`config.mk`:
```
export PLATFORM = sky130hd
export DESIGN_NAME = bus
export DESIGN_NICKNAME = d
export VERILOG_FILES = /design/src/rtl/bus.sv
export SDC_FILE = /design/constraint.sdc
export NUM_CORES = 1
export LEC_CHECK = 0
export CORE_MARGIN = 2
export CORE_UTILIZATION = 16
export CTS_CLUSTER_DIAMETER = 50
export CTS_CLUSTER_SIZE = 12
export DETAILED_ROUTE_END_ITERATION = 7
export GPL_TIMING_DRIVEN = 0
export MAX_ROUTING_LAYER = met4
export PLACE_DENSITY = 0.77
export RECOVER_POWER = 100
export SKIP_LAST_GASP = 1
export SLEW_MARGIN = 15
export SYNTH_ARGS = -nofsm -noshare
export SYNTH_HDL_FRONTEND = slang
export SYNTH_SLANG_ARGS = --single-unit
```
`constraint.sdc`:
```
create_clock -name clk -period 1.5 [get_ports clk]
set_clock_uncertainty 0.2 [all_clocks]
set_input_delay 0.3 -clock clk [delete_from_list [all_inputs] [get_ports clk]]
set_output_delay 0.3 -clock clk [all_outputs]
set_load 0.02 [all_outputs]
```
`src/rtl/bus.sv`:
```
// Single-master system bus: one master, two memory-mapped slaves.
// The master is granted the bus one cycle after it requests it.
// Address, write strobe and write data are forwarded to the slaves while the
// master holds the grant. The address is decoded into per-slave selects, and
// read data is returned from the slave that was selected in the previous cycle.
//
// Address map (fixed):
//   0x00-0x1F  slave 0
//   0x20-0x3F  slave 1
//   0x40-0xFF  unmapped (no select, read data returns 0)

package bus_pkg;

    // Arbiter state. The encoding matches the grant level: GRANT is 1.
    typedef enum logic {
        ST_IDLE  = 1'b0,
        ST_GRANT = 1'b1
    } arb_state_e;

endpackage


// ---------------------------------------------------------------------------
// Arbiter: a two-state grant FSM.
// state_o is the registered state. M_grant is taken directly from this flop,
// so it is also the debug view of the FSM.
// ---------------------------------------------------------------------------
module bus_arbiter (
    input  logic                clk_i,
    input  logic                rst_i,
    input  logic                req_i,
    output bus_pkg::arb_state_e state_o
);
    import bus_pkg::*;

    arb_state_e state_q;

    // Grant FSM: a request grants the bus, and a dropped request releases it.
    always_ff @(posedge clk_i or posedge rst_i) begin
        if (rst_i) begin
            state_q <= ST_IDLE;
        end else begin
            case (state_q)
                ST_IDLE: begin
                    if (req_i) begin
                        state_q <= ST_GRANT;
                    end
                end
                ST_GRANT: begin
                    if (!req_i) begin
                        state_q <= ST_IDLE;
                    end
                end
                default: begin
                    state_q <= ST_IDLE;
                end
            endcase
        end
    end

    assign state_o = state_q;

endmodule


// ---------------------------------------------------------------------------
// Decoder: gates forwarding and selects with the grant.
// Without the grant, every slave-facing signal is held at zero, so the slaves
// see an idle bus.
// ---------------------------------------------------------------------------
module bus_decoder (
    input  logic        grant_i,
    input  logic        wr_i,
    input  logic [7:0]  addr_i,
    input  logic [31:0] wdata_i,
    output logic        s0_sel_o,
    output logic        s1_sel_o,
    output logic [7:0]  s_addr_o,
    output logic        s_wr_o,
    output logic [31:0] s_din_o
);
    // Region index: addr[7:5] selects a 32-byte window.
    logic [2:0] region;

    assign region = addr_i[7:5];

    // Forward master signals to the slaves only while the master is granted.
    always_comb begin
        s_addr_o = 8'h00;
        s_wr_o   = 1'b0;
        s_din_o  = 32'h0;
        if (grant_i) begin
            s_addr_o = addr_i;
            s_wr_o   = wr_i;
            s_din_o  = wdata_i;
        end
    end

    // One-hot slave select. Both selects are zero for unmapped regions.
    always_comb begin
        s0_sel_o = 1'b0;
        s1_sel_o = 1'b0;
        if (grant_i) begin
            case (region)
                3'b000:  s0_sel_o = 1'b1;
                3'b001:  s1_sel_o = 1'b1;
                default: begin
                    s0_sel_o = 1'b0;
                    s1_sel_o = 1'b0;
                end
            endcase
        end
    end

endmodule


// ---------------------------------------------------------------------------
// Read mux: registers the selects and steers the read data.
// The slaves are synchronous and present read data one cycle after they are
// selected. This block therefore remembers the selects from the previous
// cycle and uses them to choose the return data.
// Write cycles also update the registered select. The master ignores the
// return data during writes.
// ---------------------------------------------------------------------------
module bus_rdmux (
    input  logic        clk_i,
    input  logic        rst_i,
    input  logic        s0_sel_i,
    input  logic        s1_sel_i,
    input  logic [31:0] s0_rdata_i,
    input  logic [31:0] s1_rdata_i,
    output logic [31:0] rdata_o
);
    // Bit 1 is the slave 1 select and bit 0 is the slave 0 select.
    logic [1:0] sel_d;
    logic [1:0] sel_q;

    assign sel_d = {s1_sel_i, s0_sel_i};

    // Capture the selects on every edge. They are already gated by the grant.
    always_ff @(posedge clk_i or posedge rst_i) begin
        if (rst_i) begin
            sel_q <= 2'b00;
        end else begin
            sel_q <= sel_d;
        end
    end

    // Return data from the slave captured last cycle, or zero if none.
    always_comb begin
        rdata_o = 32'h0;
        case (sel_q)
            2'b01:   rdata_o = s0_rdata_i;
            2'b10:   rdata_o = s1_rdata_i;
            default: rdata_o = 32'h0;
        endcase
    end

endmodule


// ---------------------------------------------------------------------------
// Top level.
//
// Handshake: M_req is the master's request level, and M_grant is the bus's
// registered answer. A transfer happens on every cycle in which M_grant is 1.
// Address, write strobe and data are presented in that cycle, and read data
// returns on M_din in the following cycle. The master holds M_req high for
// as long as it wants the bus. Dropping M_req releases the grant at the next
// edge.
//
// reset_n is active-high despite its name. The port keeps its legacy name.
// ---------------------------------------------------------------------------
module bus (
    input  logic        clk,
    input  logic        reset_n,
    input  logic        M_req,
    input  logic        M_wr,
    input  logic [7:0]  M_addr,
    input  logic [31:0] M_dout,
    input  logic [31:0] S0_dout,
    input  logic [31:0] S1_dout,
    output logic        M_grant,
    output logic [31:0] M_din,
    output logic        S0_sel,
    output logic        S1_sel,
    output logic [7:0]  S_addr,
    output logic        S_wr,
    output logic [31:0] S_din
);
    import bus_pkg::*;

    arb_state_e arb_state;

    bus_arbiter u_arbiter (
        .clk_i   (clk),
        .rst_i   (reset_n),
        .req_i   (M_req),
        .state_o (arb_state)
    );

    // The grant is the arbiter's state flop itself.
    assign M_grant = (arb_state == ST_GRANT);

    bus_decoder u_decoder (
        .grant_i  (M_grant),
        .wr_i     (M_wr),
        .addr_i   (M_addr),
        .wdata_i  (M_dout),
        .s0_sel_o (S0_sel),
        .s1_sel_o (S1_sel),
        .s_addr_o (S_addr),
        .s_wr_o   (S_wr),
        .s_din_o  (S_din)
    );

    bus_rdmux u_rdmux (
        .clk_i      (clk),
        .rst_i      (reset_n),
        .s0_sel_i   (S0_sel),
        .s1_sel_i   (S1_sel),
        .s0_rdata_i (S0_dout),
        .s1_rdata_i (S1_dout),
        .rdata_o    (M_din)
    );

endmodule

```
==> flow_summary.json, run 1 <==
{
  "status": "complete, but fails checks",
  "violations": "setup timing",
  "synth_area_per_cell_um2": 6.452,
  "routabilityCongestion": 0.7297,
  "finalHoldViolations": 0,
  "ant_nets": 0,
  "start_util": 0.1638,
  "totalWireLength_um": 6095,
  "drtIter0Drc": 35,
  "cts_tree": "built",
  "rsz0062_at_grt": "true",
  "crit_chain": "inv_2, ha_4, buf_8, a22oi_2, nor2_4, buf_4",
  "crit_fanout": 10,
  "critPathMaxStageDelay_ns": 0.40,
  "clk_path_buf_depth": 2,
  "total_leakage_power_nw": 1.388,
  "maxSlewViolCount": 0,
  "synthToLayoutAreaGrowth_pct": 330.8,
  "cts_root_buf": "clkbuf_8",
  "max-cap-violations": 0,
  "grt_first_pass_wirelength_um": 8217,
  "synth_area_um2": 825.8,
  "routedWlPerCell_um": 15.28,
  "synthCells": 128,
  "grt_max_degree": 11,
  "drive_gt1_frac": 0.6565,
  "crit_path_top_delay_cell": "dfrtp_1",
  "worstSetupEndpointType": "output port",
  "hold_slack_ns": 0.1920,
  "dieHeight_um": 75.84,
  "firstDrtPassIters": 4,
  "vdd_drop_max_mv": 0.2615,
  "rows": 26,
  "numCtsBuffers": 3,
  "vias": 1729,
  "antenna_found_initial": 0,
  "num_antenna_cells": 0,
  "nFillCells": 384,
  "track_usage": 0.1902,
  "r2r-start": "u_arbiter.state_o$_DFF_PP0_",
  "dp_cells": 381,
  "setup_violations": 75,
  "h-tree-depth": 1,
  "fmax_mhz": 511.6,
  "die_area_mm2": 0.005752,
  "ys_warn_count": 0,
  "holdBufCountCts": 0,
  "hp-class": "in2async",
  "fin_cells": 399,
  "core_mm2": 0.005042,
  "numClockSinks": 3,
  "yosysSeqAreaShare": 0.09091,
  "grt_remaining_overflow": 0,
  "die_w_um": 75.84,
  "critPathLaunch": "u_rdmux.sel_q[0]$_DFF_PP0_",
  "port_buffers": 183,
  "ys_ff_latch": 3,
  "synthDistinctLibCells": 11,
  "clk_pin_slew_ns": 0.03,
  "insertion_delay_ns": 0.21,
  "worst_ep_required_time_ns": 1.00,
  "boundaryPins": 184,
  "arrival_ns": 1.45,
  "remaining_drc_errors": 0,
  "start_kind": "flip-flop",
  "slew_headroom": 0.7391,
  "fin_crit_sh": 1.303,
  "fin_nets": 440,
  "dp_hpwl_um": 4588,
  "fin_ws_ns": -0.4545,
  "viasPerCell": 4.333,
  "grt_pass1_vias": 1750,
  "synth_nets": 238,
  "fin_crit_ns": 1.955,
  "crit_type": "reg2out",
  "tightest_slew_ns": 0.3858,
  "powerDensity_mw_per_mm2": 330.7
}
==> synth_stat cells, drive strengths merged <==
cell | number | area share
and2 | 41 | 0.31
clkbuf | 2 | 0.0091
a22oi | 32 | 0.29
nor4b | 1 | 0.011
dfrtp | 3 | 0.091
ha | 2 | 0.030
inv | 3 | 0.014
nor2 | 32 | 0.15
nor3b | 1 | 0.0091
buf | 11 | 0.089
==> path summary, 6_finish.rpt <==
check                                              end  slack [ns]  cells past startpoint
max                                           M_din[8]       -0.45                      6
min                         u_rdmux.sel_q[0]$_DFF_PP0_        0.19                      2
max reg2reg                 u_rdmux.sel_q[0]$_DFF_PP0_        0.27                      3
min reg2reg                 u_rdmux.sel_q[0]$_DFF_PP0_        0.63                      3
max in group asynchronous  u_arbiter.state_o$_DFF_PP0_        0.76                      2
min in group clk            u_rdmux.sel_q[0]$_DFF_PP0_        0.21                      2
==> flip-flops by register name (all words and copies together), names as in the netlist <==
register           cells
u_rdmux.sel_q          2
u_arbiter.state_o      1
==> layout by cell type, fill, tap and decap left out <==
cell / n
ha_4: 2
buf_8: 4
inv_1: 1
nor4b_1: 1
nor3b_4: 1
buf_12: 1
nor2_1: 1
a22oi_1: 1
inv_2: 2
nor2_2: 1
and2_4: 41
dfrtp_1: 2
clkbuf_16: 2
buf_6: 63
buf_2: 1
a22oi_2: 31
dfrtp_2: 1
clkdlybuf4s50_1: 102
clkbuf_8: 3
clkbuf_1: 1
clkdlybuf4s15_1: 2
clkdlybuf4s15_2: 1
nor2_4: 30
buf_4: 32
dlygate4sd3_1: 2
==> layer usage <==
layer,share of wire,GRT usage,vias up
met3,0.091,0.03836,8
met5,0,-,-
met2,0.57,0.3554,97
li1,-,-,843
met1,0.33,0.2050,781
met4,0.014,0.04094,0
==> cell type report <==
cell class | count | area [um^2] | share of cell area
flip-flops and latches | 3 | 76.32 | 0.02146
multi-input cells | 109 | 1180 | 0.3317
inverters | 3 | 11.26 | 0.003166
clock buffers | 4 | 45.04 | 0.01266
repair buffers | 199 | 1982 | 0.5572
plain buffers | 11 | 175.2 | 0.04924
well taps | 70 | 87.58 | 0.02462
==> through the flow <==
stage	util	TNS (ns)	power, mW	worst slack, ns	area (um^2)
final	0.7055	-20.61	1.176	-0.4545	3557
after detailed placement	0.6439	-41.60	0.8108	-0.8251	3247
after global routing	0.7055	-23.25	1.232	-0.4912	3557
after global placement	0.6439	-40.89	0.8041	-0.8066	3247
after CTS	0.6888	-22.39	1.153	-0.4988	3473
after floorplan	-	-0.9635	0.3633	-0.03176	1328
==> worst max-delay path, delay by kind of cell (launching register included) <==
kind,cells,cell delay [ns]
flip-flops,1,0.40
buffers and inverters,3,0.36
AO/OA/AOI/OAI,1,0.23
adder cells (fa/ha/maj),1,0.19
AND/OR/NAND/NOR,1,0.05
==> logic make-up after synthesis <==
family / Yosys count / share of synthesized area
flip-flops: 3 / 0.09091
adder cells (fa/ha/maj): 2 / 0.03030
AND/OR/NAND/NOR: 75 / 0.4758
AO/OA/AOI/OAI: 32 / 0.2909
buffers and inverters: 16 / 0.1121
==> where the power goes <==
part	internal (mW)	switching (mW)	leakage [nW]
Sequential	0.0846	0.00291	0.0381
Combinational	0.538	0.317	1.33
Clock	0.181	0.0522	0.0228
Total	0.804	0.373	1.39
==> what timing repair did <==
action	CTS	global route
endpoints found under the setup margin	76	76
resized for setup	466	38
pin swaps	29	25
cloned	4	0
endpoints found under the hold margin	0	0
setup buffers	9	3
No activity file was read; power rests on OpenSTA's default activity.
==> run 2, diff against run 1 <==
--- a/config.mk
+++ b/config.mk
@@ -5,6 +5,7 @@
 export SDC_FILE = /design/constraint.sdc
 export NUM_CORES = 1
 export LEC_CHECK = 0
+export CAP_MARGIN = 20
 export CORE_MARGIN = 2
 export CORE_UTILIZATION = 16
 export CTS_CLUSTER_DIAMETER = 50
==> results of run 2 <==
No change in the layout: final DEF, timing and power equal those of run 1.
==> run 3, diff against run 2 <==
--- a/config.mk
+++ b/config.mk
@@ -11,12 +11,12 @@
 export CTS_CLUSTER_DIAMETER = 50
 export CTS_CLUSTER_SIZE = 12
 export DETAILED_ROUTE_END_ITERATION = 7
+export GPL_ROUTABILITY_DRIVEN = 0
 export GPL_TIMING_DRIVEN = 0
 export MAX_ROUTING_LAYER = met4
 export PLACE_DENSITY = 0.77
 export RECOVER_POWER = 100
 export SKIP_LAST_GASP = 1
-export SLEW_MARGIN = 15
 export SYNTH_ARGS = -nofsm -noshare
 export SYNTH_HDL_FRONTEND = slang
 export SYNTH_SLANG_ARGS = --single-unit
==> results of run 3 <==
No change in the layout: final DEF, timing and power equal those of run 1.
